[config.mk]
export PLATFORM = sky130hd
export DESIGN_NAME = regfile_writeback
export DESIGN_NICKNAME = d
export VERILOG_FILES = /design/src/rtl/regfile_writeback.sv
export SDC_FILE = /design/constraint.sdc
export NUM_CORES = 2
export LEC_CHECK = 0
export CAP_MARGIN = 20
export CORE_UTILIZATION = 40
export CTS_BUF_LIST = sky130_fd_sc_hd__clkbuf_16
export DETAILED_ROUTE_END_ITERATION = 10
export MAX_ROUTING_LAYER = met4
export RECOVER_POWER = 50
export SETUP_SLACK_MARGIN = 0.05
export SYNTH_ARGS = -nofsm -noshare
export SYNTH_HDL_FRONTEND = slang
export SYNTH_SLANG_ARGS = --single-unit
[constraint.sdc]
create_clock -name clk -period 3.6 [get_ports clk]
set_input_delay 0.36 -clock clk [delete_from_list [all_inputs] [get_ports clk]]
set_output_delay 0.36 -clock clk [all_outputs]
set_load 0.02 [all_outputs]
[src/rtl/regfile_writeback.sv]
// regfile_writeback: writeback side of the integer register file.
// A 2-entry result FIFO fed by execute drains into x1..x31, one entry per WB_STAGE cycle.
// Optional feature macro: WB_BYPASS_EN (read ports forward the youngest queued result).
// Ports:
//   clk, reset (async, active-low)      clock and reset
//   stage_i                             current pipeline stage; commits only in WB_STAGE
//   wb_valid_i/wb_ready_o               result handshake from execute
//   wb_rd_i, wb_data_i, wb_itype_i      destination, value and instruction type of the result
//   rs1_i/ra_o, rs2_i/rb_o              combinational decode read ports
//   pending_o                           one-hot OR of destinations still queued
//   commit_o, retire_cnt_o              commit pulse and committed-write counter
module regfile_writeback #(
    parameter logic [2:0] WB_STAGE   = 3'd4,
    parameter int         FIFO_DEPTH = 2
) (
    input  logic        clk,
    input  logic        reset,
    input  logic [2:0]  stage_i,
    input  logic        wb_valid_i,
    output logic        wb_ready_o,
    input  logic [4:0]  wb_rd_i,
    input  logic [31:0] wb_data_i,
    input  logic [4:0]  wb_itype_i,
    input  logic [4:0]  rs1_i,
    input  logic [4:0]  rs2_i,
    output logic [31:0] ra_o,
    output logic [31:0] rb_o,
    output logic [31:0] pending_o,
    output logic        commit_o,
    output logic [31:0] retire_cnt_o
);
    // Instruction type codes shared with decode.
    localparam logic [4:0] RTYPE = 5'd1;
    localparam logic [4:0] ITYPE = 5'd2;
    localparam logic [4:0] UTYPE = 5'd5;

    typedef enum logic [1:0] {EMPTY = 2'd0, ONE = 2'd1, TWO = 2'd2} cnt_e;

    cnt_e        cnt_q, cnt_d;
    logic        head_q, head_d, tail_q, tail_d;
    logic [4:0]  fifo_rd_q   [FIFO_DEPTH];
    logic [4:0]  fifo_rd_d   [FIFO_DEPTH];
    logic [31:0] fifo_data_q [FIFO_DEPTH];
    logic [31:0] fifo_data_d [FIFO_DEPTH];
    logic [31:0] regs_q [32];
    logic [31:0] regs_d [32];
    logic        commit_q, commit_d;
    logic [31:0] retire_q, retire_d;
    logic        accept, enq, deq;
    logic [1:0]  ent_vld;

    // With one entry queued it sits at head; with two both slots are live.
    assign ent_vld[0] = (cnt_q == TWO) || (cnt_q == ONE && !head_q);
    assign ent_vld[1] = (cnt_q == TWO) || (cnt_q == ONE && head_q);

    function automatic logic [31:0] rd_port(input logic [4:0] idx);
        logic [31:0] v;
        v = (idx == 5'd0) ? 32'd0 : regs_q[idx];
`ifdef WB_BYPASS_EN
        // Older entry first so the younger one (just before tail) overrides it.
        if (idx != 5'd0 && ent_vld[head_q] && fifo_rd_q[head_q] == idx)
            v = fifo_data_q[head_q];
        if (idx != 5'd0 && ent_vld[~tail_q] && fifo_rd_q[~tail_q] == idx)
            v = fifo_data_q[~tail_q];
`endif
        return v;
    endfunction

    always_comb begin
        wb_ready_o = (cnt_q != TWO);
        accept = wb_valid_i && wb_ready_o;
        // Non-writing results and x0 targets complete the handshake but are dropped.
        enq = accept && (wb_rd_i != 5'd0) &&
              (wb_itype_i == RTYPE || wb_itype_i == ITYPE || wb_itype_i == UTYPE);
        deq = (cnt_q != EMPTY) && (stage_i == WB_STAGE);
        fifo_rd_d = fifo_rd_q;
        fifo_data_d = fifo_data_q;
        if (enq) begin
            fifo_rd_d[tail_q] = wb_rd_i;
            fifo_data_d[tail_q] = wb_data_i;
        end
        tail_d = tail_q ^ enq;
        head_d = head_q ^ deq;
        cnt_d = cnt_q;
        case ({enq, deq})
            2'b10:   cnt_d = (cnt_q == EMPTY) ? ONE : TWO;
            2'b01:   cnt_d = (cnt_q == TWO) ? ONE : EMPTY;
            default: cnt_d = cnt_q;
        endcase
        regs_d = regs_q;
        if (deq)
            regs_d[fifo_rd_q[head_q]] = fifo_data_q[head_q];
        commit_d = deq;
        retire_d = retire_q + 32'(deq);
        pending_o = '0;
        for (int i = 0; i < FIFO_DEPTH; i++)
            if (ent_vld[i])
                pending_o[fifo_rd_q[i]] = 1'b1;
        pending_o[0] = 1'b0;
        commit_o = commit_q;
        retire_cnt_o = retire_q;
        ra_o = rd_port(rs1_i);
        rb_o = rd_port(rs2_i);
    end

    always_ff @(posedge clk or negedge reset) begin
        if (!reset) begin
            cnt_q <= EMPTY;
            head_q <= 1'b0;
            tail_q <= 1'b0;
            for (int i = 0; i < FIFO_DEPTH; i++) begin
                fifo_rd_q[i] <= '0;
                fifo_data_q[i] <= '0;
            end
            for (int i = 0; i < 32; i++)
                regs_q[i] <= '0;
            commit_q <= 1'b0;
            retire_q <= '0;
        end else begin
            cnt_q <= cnt_d;
            head_q <= head_d;
            tail_q <= tail_d;
            fifo_rd_q <= fifo_rd_d;
            fifo_data_q <= fifo_data_d;
            regs_q <= regs_d;
            commit_q <= commit_d;
            retire_q <= retire_d;
        end
    end
endmodule

==> flow_summary.yaml <==
sta:
  fmax_mhz: 278
  slew_violations: 104
  hold_violations: 0
  max_slew_margin_pct: -78.9
  period_needed_ns: 3.60
  holdWs_ns: 0.215
  worst_slack_ns: -0.000357
  worst_pin_slew_ns: 2.68
  skew_ns: 0.0269
  setup_violations: 1
  setup-tns-final_ns: -0.000357
  min_period_over_period_pct: 100
  rsz0062_at_grt: "no"
synth:
  yosys.area.top_type_share_pct: 49.0
  syn_nets: 5311
  synth_edf_count: 0
  yosys.area.top_type: "dfrtp_1"
  ys_seq_area_share_pct: 49.0
  synth.most_common_cell: "dfrtp_1"
  netlist_instances: 5248
  synth_area_leaders: "dfrtp_1 (49%), mux4_2 (15%), mux2i_1 (6.2%), a21oi_1 (4.8%), o21ai_0 (4.2%)"
  syn-cell-area_mm2: 0.0580
  yosysWarnings: 0
  yosys-top-cells-count: "dfrtp_1 (1,135), a21oi_1 (561), nor2_1 (561)"
  synthArstFlopShare_pct: 100
  syn_avg_cell_area_um2: 11.1
  synth_ff_type: "dfrtp_1"
  synth_cell_types: 57
  yosys_register_bits: 1135
global_routing:
  grt_max_degree: 101
  grt_pass1_wl_mm: 301
  gr-total-overflow: 0
  antenna_found_initial: 4
  grt.total_usage_pct: 28.5
  grt_pass1_vias: 44200
final_layout:
  multi_input_area_mm2: 0.0276
  fin_cells: 7360
  drive_gt1_share_pct: 20.2
  num-nets-final: 5417
  area_growth_pct: 16.4
  regArea_mm2: 0.0284
  nFillCells: 13100
floorplan:
  die_h_um: 383
  start_util_pct: 40.4
  core_area_mm2: 0.144
  dieWidth_um: 383
  ioPinCount: 188
  die_area_mm2: 0.147
  rows: 139
clocking:
  clkTransAtPathRegs_ns: 0.06
  ctsRootBufferMaster: "clkbuf_16"
  htree_levels: 4
  cts_buffers: 131
  cts_tree: "yes"
  ctsLongestPathBuffers: 3
  clkSinkCount: 1135
  postCtsSetupBuffers: 0
  insertion_delay_ns: 0.78
routing:
  drtIter0Drc: 5039
  num_vias: 45100
  remaining_drc_errors: 8
  firstDrtPassIters: 8
  viasPerCell: 6.12
  finalWirelength_mm: 203
  detail-route-antenna-nets: 0
  wire_per_inst_um: 27.5
job:
  maxCapViolations: 2
placement:
  gp_routability_congestion: 0.894
  dpl.hpwl_mm: 124
  placedCellCount: 7123
  port_buffers: 186
setup_path:
  endpoint_kind: "output pin"
  cp.required_ns: 3.24
  crit_path_start_kind: "input port"
  crit_type: "input port to output pin"
  worst-path-max-fanout: 19
  critPathArrivalTime_ns: 3.24
status:
  violations: "DRC, capacitance limit, slew limit, setup timing"
  status: "finished with violations"
power_and_ir_drop:
  ir_worst_vdd_v: 0.000557
  power_density_mw_per_mm2: 664
  power_leakage_uw: 0.0293
worst_hold_path:
  worstHoldPathType: "input port to flip-flop"
## cells in the final DEF (no fill, tap or decap), types with 62 or more instances in the layout
master           count
a22oi_1             86
clkdlybuf4s50_1    107
buf_4              229
o21ai_0            478
dfrtp_1           1134
a22o_1              62
clkbuf_16          135
nand2_1            524
mux2i_1            325
nor2_1             559
a21oi_1            561
mux2_2              85
o22ai_1             67
mux4_2             384
buf_12              70
## sequential cells by signal, indices dropped and copies added, names as in the netlist
signal,flops
commit_o,1
fifo_rd_q,10
retire_cnt_o,32
cnt_q,2
regs_q,1024
tail_q,1
fifo_data_q,64
head_q,1
## cell families after synthesis
logic type	after synthesis	share of synthesized area [%]
AOI/OAI and AO/OA	1430	14.2
and+or+nand+nor	1279	9.31
DFF	1135	49.0
muxes	829	22.8
buffers and inverters	537	4.13
xor gates and xnor gates	32	0.483
adders and majority gates	5	0.108
other	1	0.00647
## power breakdown
part | internal, uW | total (uW) | switching [uW]
sequential | 15900 | 18500 | 2700
clock | 7520 | 13100 | 5580
combinational | 5540 | 13100 | 7600
total | 28900 | 44800 | 15900
## metal layers
metal / GRT usage [%] / vias to the layer above / part of all wire [%]
met5: - / - / 0
met4: 10.3 / 0 / 3.8
met3: 5.16 / 488 / 8.6
met2: 43.8 / 2181 / 47
met1: 37.9 / 23000 / 41
li1: - / 19400 / -
## final cells by class
type / count / area share (%)
inverter: 9 / 0.0501
sequential: 1135 / 42.1
multi-input combinational: 3576 / 40.8
clock inverter: 99 / 1.14
tap: 1903 / 3.53
antenna: 2 / 0.00742
timing repair buffer: 501 / 7.35
clock buffer: 135 / 5.01
## worst paths after layout
kind / startpoint / end / slack (ns) / depth (start not counted)
min: wb_data_i[6] / fifo_data_q[38] / 0.21 / 2
max in group asynchronous: reset / regs_q[460] / 0.50 / 3
max reg2reg: cnt_q[1] / regs_q[589] / 0.37 / 7
max: rs1_i[3] / ra_o[22] / -0.0004 / 9
min reg2reg: retire_cnt_o[31] / retire_cnt_o[31] / 0.47 / 1
min in group asynchronous: reset / fifo_data_q[25] / 0.94 / 2
## stage by stage
step | util (%) | worst slack, ns | power (uW) | cell area [um2]
after floorplan | - | 0.843 | 26700 | 58000
after global placement | 44.1 | -0.490 | 31200 | 63400
after detailed placement | 44.1 | -0.518 | 31600 | 63400
after CTS | 47.1 | 0.0432 | 44800 | 67600
after global routing | 47.0 | 0.0480 | 46900 | 67500
final | 47.0 | -0.000357 | 44800 | 67500
## worst max-delay path: stages
cell             delay [ns]
clkdlybuf4s50_1        0.46
buf_12                 0.18
or3_2                  0.52
buf_8                  0.24
o22ai_1                0.19
a2111oi_0              0.09
buf_4                  0.16
nor3_1                 0.73
buf_4                  0.28
## what timing repair did
action                                 CTS  global route
pin swaps                                5             4
hold buffers                             1             0
gates resized for setup                 35            21
setup endpoints to repair               19            36
endpoints found under the hold margin   41             0
Power figures use the tool's default switching activity.
